--- config.mk ---
export PLATFORM = sky130hd
export DESIGN_NAME = keypad_encoder
export DESIGN_NICKNAME = d
export VERILOG_FILES = /design/src/rtl/keypad_encoder.sv
export SDC_FILE = /design/constraint.sdc
export NUM_CORES = 1
export LEC_CHECK = 0
export BUFFER_PORTS_ARGS = -buffer_cell sky130_fd_sc_hd__clkbuf_2
export CORE_UTILIZATION = 47
export CTS_CLUSTER_DIAMETER = 60
export DETAILED_ROUTE_END_ITERATION = 7
export HOLD_SLACK_MARGIN = 0.03
export PLACE_DENSITY = 0.74
export SLEW_MARGIN = 20
export SYNTH_ARGS = -nofsm -noshare
export SYNTH_HDL_FRONTEND = slang
export SYNTH_SLANG_ARGS = --single-unit
--- constraint.sdc ---
create_clock -name clock -period 2.63 [get_ports clock]
set_clock_uncertainty 0.2 [all_clocks]
set_input_delay 0.263 -clock clock [delete_from_list [all_inputs] [get_ports clock]]
set_output_delay 0.263 -clock clock [all_outputs]
set_load 0.005 [all_outputs]
--- src/rtl/keypad_encoder.sv ---
// Digit-entry front end: synchronises and debounces ten raw digit keys, encodes the
// accepted key to BCD and issues one active-low load strobe per press.
//
// state    | meaning
// IDLE     | panel released, waiting for a single clean key while entry is enabled
// DEBOUNCE | candidate key must stay unchanged for DEBOUNCE_CYCLES cycles
// LOAD     | one-cycle strobe; data holds the accepted digit
// RELEASE  | waiting for DEBOUNCE_CYCLES cycles of a fully released panel
module keypad_encoder #(
  parameter int DEBOUNCE_CYCLES = 16,
  parameter int MAX_DIGITS      = 3
) (
  input  logic       clock,
  input  logic       clrn,
  input  logic [9:0] keys,
  input  logic       en,
  input  logic       digit_clr,
  output logic [3:0] data,
  output logic       loadn,
  output logic [1:0] digit_cnt,
  output logic       full
);

  localparam int CW = $clog2(DEBOUNCE_CYCLES);
  localparam logic [CW-1:0] CNT_LAST = CW'(DEBOUNCE_CYCLES - 1);
  localparam logic [1:0] CNT_MAX = 2'(MAX_DIGITS);

  typedef enum logic [1:0] {IDLE, DEBOUNCE, LOAD, RELEASE} state_t;

  state_t        state, state_nxt;
  logic [9:0]    sync1, ks;
  logic [9:0]    cand, cand_nxt;
  logic [CW-1:0] cnt, cnt_nxt;
  logic [3:0]    data_nxt;
  logic          loadn_nxt;
  logic [1:0]    digit_cnt_nxt;
  logic          ks_valid;

  function automatic logic [3:0] bcd_of(input logic [9:0] v);
    logic [3:0] r;
    r = 4'd0;
    for (int i = 0; i < 10; i++) begin
      if (v[i]) r = 4'(i);
    end
    return r;
  endfunction

  // Exactly one key down; chords and an empty panel are never a press.
  assign ks_valid = (ks != 10'd0) && ((ks & (ks - 10'd1)) == 10'd0);
  assign full     = (digit_cnt == CNT_MAX);

  always_ff @(posedge clock or negedge clrn) begin
    if (!clrn) begin
      state     <= IDLE;
      sync1     <= '0;
      ks        <= '0;
      cand      <= '0;
      cnt       <= '0;
      data      <= 4'd0;
      loadn     <= 1'b1;
      digit_cnt <= 2'd0;
    end else begin
      state     <= state_nxt;
      sync1     <= keys;
      ks        <= sync1;
      cand      <= cand_nxt;
      cnt       <= cnt_nxt;
      data      <= data_nxt;
      loadn     <= loadn_nxt;
      digit_cnt <= digit_cnt_nxt;
    end
  end

  always_comb begin
    state_nxt = state;
    cand_nxt  = cand;
    cnt_nxt   = cnt;
    case (state)
      IDLE: begin
        if (en && ks_valid && !full) begin
          state_nxt = DEBOUNCE;
          cand_nxt  = ks;
        end
      end
      DEBOUNCE: begin
        // Losing enable sends us to RELEASE so a key held across en returning never loads.
        if (!en)                  state_nxt = RELEASE;
        else if (ks != cand)      state_nxt = IDLE;
        else if (cnt == CNT_LAST) state_nxt = LOAD;
        else                      cnt_nxt   = cnt + 1'b1;
      end
      LOAD: state_nxt = RELEASE;
      RELEASE: begin
        if (ks != 10'd0)          cnt_nxt   = '0;
        else if (cnt == CNT_LAST) state_nxt = IDLE;
        else                      cnt_nxt   = cnt + 1'b1;
      end
      default: state_nxt = IDLE;
    endcase
    if (state_nxt != state) cnt_nxt = '0;
  end

  always_comb begin
    loadn_nxt     = (state_nxt != LOAD);
    data_nxt      = data;
    digit_cnt_nxt = digit_cnt;
    if (state_nxt == LOAD) data_nxt = bcd_of(cand);
    // A clear landing on the LOAD cycle still counts the digit being loaded.
    if (state == LOAD) begin
      if (digit_clr)                 digit_cnt_nxt = 2'd1;
      else if (digit_cnt != CNT_MAX) digit_cnt_nxt = digit_cnt + 2'd1;
    end else if (digit_clr) begin
      digit_cnt_nxt = 2'd0;
    end
  end

endmodule

# --- After elaboration in Yosys (flattened, before gate mapping) ---
# Cells that the tools add are included.
totals:
  ff_bits: 43
  out_inout_bits: 8
op_classes:
  add_sub_neg: 3
  n_eq_ne: 12
  muxes: 26
  bitwise: 1
  n_reduce_logical: 13
op_table:
  columns: ["cell", "n"]
  rows:
  - ["two-way mux 4 bit", 13]
  - ["two-way mux 2 bit", 10]
  - ["AND 10 bit", 1]
  - ["zero test 10 bit", 1]
  - ["!= test 10 bit", 1]
  - ["nonzero test 10 bit", 1]
  - ["subtractor 10 x 1 -> 10 bit, second input constant", 1]
  - ["== test 2 bit, second input constant", 4]
  - ["case mux 2 bit (4 select lines)", 1]
  - ["case mux 4 bit (2 select lines)", 1]
  - ["!= test 3 bit, second input constant", 2]
  - ["adder 4 x 1 -> 4 bit, second input constant", 1]
  - ["== test 4 bit, second input constant", 1]
  - ["!= test 2 bit, second input constant", 2]
  - ["AND reduction 2 bit", 2]
  - ["nonzero test 2 bit", 2]
  - ["logical AND 1 bit", 3]
  - ["AND reduction 3 bit", 1]
  - ["nonzero test 3 bit", 1]
  - ["adder 2 x 1 -> 2 bit, second input constant", 1]
  - ["== test 2 x 1 -> 1 bit, second input constant", 1]
  - ["zero test 2 bit", 1]
  - ["!= test 2 bit", 1]
  - ["zero test 1 bit", 1]
  - ["two-way mux 1 bit", 1]

# --- Logic depth before layout (Yosys ltp) ---
# Gate-level depths: netlist (run 1).
depth:
  word_depth: 11
  ltp_mapped: 8
  ltp_nobuf: 7

# --- Worst setup path after synthesis (run 1) ---
# OpenSTA, ideal clock, no wires.
synth_timing:
  path_type: "register to register"
  from: "register ks[3]"
  to: "register data[0]"
  setup_time_ns: 0.125
  t_arrival_ns: 1.957
  t_required_ns: 2.305
  slack_ns: 0.348
  stages_incl_launch_ff: 7
  path_cell_list: "dfrtp_1 -> xnor2_1 -> nand4_1 -> nor4_2 -> nand2_1 -> or4b_4 -> mux2_4"
synth_between:
  elab_chain_len: 9
  word_cells_on_any_way: 14
  cone_classes: "1 x add/sub; 2 x eq/ne; 5 x mux; 1 x bitwise; 5 x reduce/logical"
synth_lines:
  columns: ["element", "line", "text"]
  rows:
  - ["start: declaration", "31", "logic [9:0] sync1, ks;"]
  - ["start signal: assignment", "65", "ks <= sync1;"]
  - ["subtractor 10 x 1 -> 10 bit", "49", "assign ks_valid = (ks != 10'd0) && ((ks & (ks - 10'd1)) == 10'd0);"]
  - ["AND 10 bit", "49", null]
  - ["zero test 10 bit", "49", null]
  - ["logical AND 1 bit", "49", null]
  - ["logical AND 1 bit (2 in series)", "80", "if (en && ks_valid && !full) begin"]
  - ["two-way mux 2 bit", "80", null]
  - ["case mux 2 bit (4 select lines) *", "78", "case (state)"]
  - ["== test 2 bit *", "107", "if (state_nxt == LOAD) data_nxt = bcd_of(cand);"]
  - ["end signal: assignment", "68", "data <= data_nxt;"]
  - ["end: declaration", "18", "output logic [3:0] data,"]
# Mark *: on every way between the ends. The rest lies on a longest branch, timed or not.
# A chain may end at the register's enable or synchronous reset.

# --- Worst setup path in the final report (run 1) ---
# Ends and elaborated chain as after synthesis.

==> impl_results.md, run 1 <==
- Vias in the first global route: 1303
- Share of Yosys cell area claimed by the top area cell type: 57.85%
- Clock sink count: 43
- Via density: 5.370
- RePlAce Congestion: 0.8586
- Fillers: 288
- Crit-path max cell delay: 0.55 ns
- Worst VDD drop: 394.5 µV
- First-pass GRT wire length: 5.740 mm
- Register area share after synthesis: 59.30%
- Worst path bufs/invs: 0
- Yosys warnings: 0
- Pint: 0.0009810 W
- CP cell instances: xnor2_1 > nand4_1 > nor4_4 > nand2_1 > or4b_4 > mux2_4
- Critical path class: flop to flop
- GRT Total Usage: 18.52%
- Num CTS Buffers: 5
- Post-DRT Antenna Nets: 0
- Fin crit share: 93.33%
- Starting Density: 49.25%
- MaxCap Viol Count: 0
- Clk Latency, worst-skew pair: 0.29 ns
- Worst slew margin: 40.25%
- Setup repair after global routing missed its margin: false
- Ranking of synthesized cells by area: dfrtp_1 58%, mux2_2 5.0%, xnor2_1 3.9%, mux2_4 3.3%, nor2_1 2.5%
- Tot Pwr: 0.001227 W
- Yosys reg bits: 43
- Setup crit start kind: flop
- Die area: 0.004118 mm²
- Port bufs: 21
- Worst-margin pin slew: 0.8963 ns
- Drt first pass iters: 6
- Post-synthesis cell area: 0.001817 mm²
- Clock-pin transition on the worst setup and hold timing paths: 0.08 ns
- Reg power frac: 56.3%
- Pre-CTS setup slack: 0.1424 ns
- Most common cell in the synthesized netlist: dfrtp_1
- Hpwl dp: 2.235 mm
- Fmax: 407.4 MHz
- Cell taking the most area after synthesis: dfrtp_1
- Setup violators final: 0
- Clock period minus worst slack: 2.455 ns
- Placed Cells: 216
- Worst path top cell family by delay: simple AND/OR/NAND/NOR gates
- CP max-delay cell: or4b_4
- Hold WC Path Type: flop to flop
- Critical Path End Type: flop
- Worst setup margin: 0.1754 ns
- Drt initial violations: 36
- Share of cells above drive strength 1: 25.67%
- Synth cell types: 38
- Die Span X: 64.17 µm
- Clock group share of total power: 39.4%
- Req. time, crit path: 2.61 ns
- Synthesis-to-finish area growth: 22.25%
- Ant diodes: 0
- Wirelength per Cell: 13.73 µm
- Sw frac: 20.07%
- Largest net degree at the start of global routing: 44
- Leak pwr: 1.033 nW
- Post-synth EDFFs: 0
- Main flop type after synthesis: dfrtp_1
- Async S/R FF share, synth: 100.0%
- Die H: 64.17 µm
- Clk buf depth: 2
- DR vias: 1262
- Setup TNS: 0 ns
- Clk root buf: clkbuf_8
- Pins Over Slew Limit: 0
- CTS tree: yes
- Routed wire length: 3.226 mm
- Status: finished clean
- Initial antenna violation count: 0
- Avg Cell Area, Syn: 12.36 µm²
- Fin. Hold Viols: 0
- H-tree levels: 2
- Pwr Density: 552.6 mW/mm²
- Worst-path fanout max: 6
- Core area: 0.003689 mm²
- I/O pin total: 22
- Syn_nets: 163
- Psw: 0.0002463 W
- Mapped Cells: 147
- Combinational share of power: 4.3%
- Total congestion overflow: 0
- Worst Path Arrival: 2.43 ns
- Finished Layout Cells: 235
- DR DRC count: 0
- FP Rows: 22
- Nets@finish: 203
- Commonest cells in the netlist: 42 x dfrtp_1, 12 x nor2_1, 10 x nand2_1, 8 x mux2_2, 8 x xnor2_1
==> kinds of logic (layout without fill, tap and decap cells) <==
family	count (synthesis)	count (layout)	synth area share, %
and+or+nand+nor	46	46	13.84
DFF	43	43	59.30
AOI/OAI and AO/OA	27	27	9.780
muxes	14	14	9.436
xor gates and xnor gates	10	10	4.821
buffers and inverters	4	44	0.8950
adders and majority gates	3	3	1.928
==> final cells by class <==
cell class,instances,area (µm²),share of cell area [%]
Sequential cell,43,1077,48.51
Multi-Input combinational cell,100,733.2,33.01
Timing Repair Buffer,34,232.7,10.48
Clock buffer,5,68.82,3.099
Tap cell,48,60.06,2.704
Clock inverter,2,37.54,1.690
Inverter,3,11.26,0.5070
==> power groups by stage <==
| stage | clock [W] | combinational (W) | sequential (W) |
|---|---|---|---|
| detailed placement | 0 | 0.0000382 | 0.000703 |
| global placement | 0 | 0.0000371 | 0.000702 |
| floorplan | 0 | 0.0000142 | 0.000699 |
| finish | 0.000484 | 0.0000523 | 0.000691 |
| CTS | 0.000505 | 0.0000522 | 0.000690 |
| global route | 0.000535 | 0.0000598 | 0.000693 |
==> worst reg2reg max path: stages (launching register included) <==
cell and delay, ns:
dfrtp_1 0.46, xnor2_1 0.17, nand4_1 0.16, nor4_4 0.35, nand2_1 0.14, or4b_4 0.55
mux2_4 0.31
==> per-layer routing <==
layer  vias up  part of all wire, %  global-route usage [%]  routed length, µm
li1        600                    -                       -                  -
met1       621                   45                   21.22               1437
met2        34                   50                   32.05               1614
met3         7                  3.6                   6.071                117
met4         0                  1.8                   6.944                 57
met5         -                    0                       0                  0
==> registers in the layout, indices dropped and copies added, names as in the netlist <==
register and flops:
cand 10, ks 10, sync1 10, cnt 4
data 4, digit_cnt 2, state 2, loadn 1
==> worst paths after layout <==
kind                          start  depth (start not counted)  slack (ns)      end
max                           ks[3]                          6        0.18  data[0]
min                        sync1[6]                          0        0.15    ks[6]
max reg2reg                   ks[3]                          6        0.18  data[0]
min reg2reg                sync1[6]                          0        0.15    ks[6]
max in group asynchronous      clrn                          2        1.23  cand[9]
min in group asynchronous      clrn                          2        0.44  data[0]
==> through the flow <==
stage / instance area, µm² / utilization [%] / hold slack [ns]
2_1_floorplan: 1817 / - / -0.2326
3_3_place_gp: 1984 / 53.80 / 0.1322
3_5_place_dp: 1984 / 53.80 / 0.1347
4_1_cts: 2211 / 59.94 / 0.1533
5_1_grt: 2221 / 60.21 / 0.1627
6_report: 2221 / 60.21 / 0.1502
==> timing repair <==
item                                   4_1_cts  5_1_grt
hold buffers                                12        0
setup buffers                                0        0
setup endpoints to repair                    0        5
gates resized for setup                      0        2
endpoints found under the hold margin       53        0
==> placed cells by master (no fill, tap or decap), types with 2 or more instances in the layout <==
cell type,n
dfrtp_1,42
clkbuf_2,20
nor2_1,12
dlygate4sd3_1,12
nand2_1,10
xnor2_1,8
mux2_2,8
a21oi_1,7
o21ai_0,6
a211oi_1,5
clkbuf_8,5
mux2_4,4
nor2b_1,3
nand4_1,3
nor3b_1,3
inv_1,3
xor2_1,2
nor3_1,2
nand3_1,2
or2_2,2
nand2b_1,2
o22a_1,2
o21bai_1,2
ha_1,2
Note: power is estimated with default switching activity, not from simulation.
==> inputs of run 2 (changes only) <==
--- a/config.mk
+++ b/config.mk
@@ -8,3 +8,5 @@
 export BUFFER_PORTS_ARGS = -buffer_cell sky130_fd_sc_hd__clkbuf_2
-export CORE_UTILIZATION = 47
+export CELL_PAD_IN_SITES_DETAIL_PLACEMENT = 0
+export CELL_PAD_IN_SITES_GLOBAL_PLACEMENT = 1
+export CORE_UTILIZATION = 45
 export CTS_CLUSTER_DIAMETER = 60
@@ -12,3 +14,3 @@
 export HOLD_SLACK_MARGIN = 0.03
-export PLACE_DENSITY = 0.74
+export PLACE_DENSITY = 0.84
 export SLEW_MARGIN = 20
==> constraint.sdc (replaced) <==
create_clock -name clock -period 2.63 [get_ports clock]
set_clock_uncertainty 0.2 [all_clocks]
set_input_delay 0.1315 -clock clock [delete_from_list [all_inputs] [get_ports clock]]
set_output_delay 0.1315 -clock clock [all_outputs]
set_load 0.005 [all_outputs]
==> run 2 against run 1 <==
  * Via count fell by 2.5%
  * Clock-buffer cell count did not move
  * Non-clock buffer count did not move
  * Hold slack got worse by 0.060 ns
  * Sequential share of layout area rose by 0.19 points
  * Sequential cell count did not move
  * First-iteration DRC count rose by 33%
  * Maximum frequency fell by 1.7%
  * Core utilization fell by 1.6 points
  * Sequential power barely moved
  * Final cell count did not move
==> impl_results.md, run 2 (same netlist as run 1, synthesis figures left out) <==
- Status: finished clean (unchanged)
- Die H: 65.54 µm (was 64.17 µm)
- Post-route cell area: 0.002212 mm² (was 0.002221 mm²)
- Total congestion overflow: 0 (unchanged)
- Depth of the most critical reg-to-reg path: 6 (unchanged)
- Crit-path max cell delay: 0.56 ns (was 0.55 ns)
- Clk buf depth: 2 (unchanged)
- Starting Density: 48.18% (was 49.25%)
- Hpwl dp: 2.182 mm (was 2.235 mm)
- H-tree levels: 2 (unchanged)
- Nets@finish: 203 (unchanged)
- Fin. Hold Viols: 0 (unchanged)
- Post-DP Area: 0.001984 mm² (unchanged)
- Req. time, crit path: 2.61 ns (about the same)
- Reg2reg setup slack: 0.13 ns (was 0.18 ns)
- Drt initial violations: 48 (was 36)
- Sw frac: 20.21% (was 20.07%)
- CP cell instances: xnor2_1 > nand4_1 > nor4_2 > nand2_1 > or4b_4 > mux2_4 (was xnor2_1 > nand4_1 > nor4_4 > nand2_1 > or4b_4 > mux2_4)
- Leak pwr: 1.030 nW (was 1.033 nW)
- Fin crit share: 94.93% (was 93.33%)
- Hold WC Path Type: input pin to flop (was flop to flop)
- CP max-delay cell: or4b_4 (unchanged)
- Final Util: 58.66% (was 60.21%)
- First-pass GRT wire length: 5.464 mm (was 5.740 mm)
- Via density: 5.238 (was 5.370)
- Worst Path Arrival: 2.48 ns (was 2.43 ns)
- MaxCap Viol Count: 0 (unchanged)
- Setup violators final: 0 (unchanged)
- Worst slew margin: 38.00% (was 40.25%)
- Initial antenna violation count: 0 (unchanged)
- Critical path class: flop to flop (unchanged)
- Commonest non-fill, non-tap cell in the layout: dfrtp_1 (unchanged)
- Routed wire length: 3.199 mm (was 3.226 mm)
- Setup crit start kind: flop (unchanged)
- Vias in the first global route: 1259 (was 1303)
- Hold endpoint: loadn (was ks[6])
- Clock sink count: 43 (unchanged)
- Fmax: 400.5 MHz (was 407.4 MHz)
- Reg power frac: 56.1% (was 56.3%)
- Hold path depth: 4 (was 0)
- Total setup buffers inserted after CTS: 0 (unchanged)
- Critical Path End Type: flop (unchanged)
- Share of cells above drive strength 1: 25.67% (unchanged)
- Drt first pass iters: 4 (was 6)
- DR vias: 1231 (was 1262)
- Setup repair after global routing missed its margin: false (unchanged)
- Met1 wire length: 1.444 mm (was 1.437 mm)
- Clock period minus worst slack: 2.497 ns (was 2.455 ns)
- Tot Pwr: 0.001229 W (was 0.001227 W)
- Ant diodes: 0 (unchanged)
- GRT Total Usage: 17.70% (was 18.52%)
- Clk Latency, worst-skew pair: 0.29 ns (about the same)
- Clk root buf: clkbuf_8 (unchanged)
- Core area: 0.003771 mm² (was 0.003689 mm²)
- Origin of the worst min-delay path: en (was sync1[6])
- Worst path bufs/invs: 0 (unchanged)
- CTS tree: yes (unchanged)
- Worst VDD drop: 381.5 µV (was 394.5 µV)
- RePlAce Congestion: 0.7942 (was 0.8586)
- Top sig layer: met4 (unchanged)
- Combinational share of power: 4.2% (was 4.3%)
- Pint: 0.0009809 W (was 0.0009810 W)
- I/O pin total: 22 (unchanged)
- Largest regs: cand (10), ks (10), sync1 (10) (unchanged)
- Worst path top cell family by delay: simple AND/OR/NAND/NOR gates (unchanged)
- Setup TNS: 0 ns (unchanged)
- RR Endpoint: data[0] (unchanged)
- Most frequent cells in the layout: 42 x dfrtp_1, 20 x clkbuf_2, 12 x nor2_1, 12 x dlygate4sd3_1, 10 x nand2_1 (unchanged)
- Pwr Density: 555.7 mW/mm² (was 552.6 mW/mm²)
- WP depth: 6 (unchanged)
- FF-to-FF Start: ks[3] (unchanged)
- Num CTS Buffers: 5 (unchanged)
- Die area: 0.004295 mm² (was 0.004118 mm²)
- Largest net degree at the start of global routing: 44 (unchanged)
- DR DRC count: 0 (unchanged)
- Pins Over Slew Limit: 0 (unchanged)
- Psw: 0.0002484 W (was 0.0002463 W)
- Clock-pin transition on the worst setup and hold timing paths: 0.07 ns (was 0.08 ns)
- Port bufs: 21 (unchanged)
- Synthesis-to-finish area growth: 21.76% (was 22.25%)
- Worst-margin pin slew: 0.9299 ns (was 0.8963 ns)
- FP Rows: 22 (unchanged)
- Post-DRT Antenna Nets: 0 (unchanged)
- Routed met2 length: 1.516 mm (was 1.614 mm)
- Clock group share of total power: 39.7% (was 39.4%)
- Met3 WL: 159 µm (was 117 µm)
- Worst-path fanout max: 6 (unchanged)
- Wirelength per Cell: 13.61 µm (was 13.73 µm)
- Die Span X: 65.54 µm (was 64.17 µm)
## run 2: cell count changes in the layout (fill, tap and decap cells not counted)
cell / change
nor4_4: -1
nor4_2: +1
## run 2: metrics by stage
step                hold slack (ns)  std cells  setup slack (ns)
floorplan                   -0.3641        147            0.3483
global placement            0.03987        216            0.1713
detailed placement          0.04114        216            0.1439
CTS                         0.07600        235            0.1286
global route                 0.1176        235           0.02472
finish                      0.09066        235            0.1333
## run 2: layout make-up
type	count	area [µm²]
clock buffers	5	68.82
clock inverters	2	37.54
fillers	313	1559
inverters	3	11.26
multi-input cells	100	724.4
flip-flops and latches	43	1077
well taps	48	60.06
repair buffers	34	232.7
## run 2: timing repair
item / CTS / global route
hold buffers: 12 / 0
endpoints found under the hold margin: 54 / 0
setup endpoints to repair: 0 / 12
gates resized for setup: 0 / 1
## run 2: worst max-delay path by stage
stage / start / to
floorplan: ks[3] / data[0]
global placement: ks[3] / data[2]
detailed placement: ks[5] / cnt[0]
CTS: ks[5] / cnt[0]
global route: ks[3] / data[1]
finish: ks[3] / data[0]
## run 2: layer usage
| layer | up-vias | GRT usage, % |
|---|---|---|
| met3 | 8 | 5.035 |
| li1 | 601 | - |
| met4 | 0 | 11.96 |
| met5 | - | 0 |
| met1 | 580 | 20.46 |
| met2 | 42 | 28.35 |
## run 2: power groups by stage
stage | clock (W) | combinational (W) | sequential, W
6_report | 0.000488 | 0.0000517 | 0.000690
5_1_grt | 0.000532 | 0.0000579 | 0.000692
4_1_cts | 0.000504 | 0.0000526 | 0.000690
3_5_place_dp | 0 | 0.0000387 | 0.000703
3_3_place_gp | 0 | 0.0000371 | 0.000702
2_1_floorplan | 0 | 0.0000142 | 0.000699
## run 2: tightest hold or removal path: cells and delay by family
| kind | cells | cell delay (ns) |
|---|---|---|
| buffers and inverters | 2 | 0.23 |
| and+or+nand+nor | 2 | 0.21 |
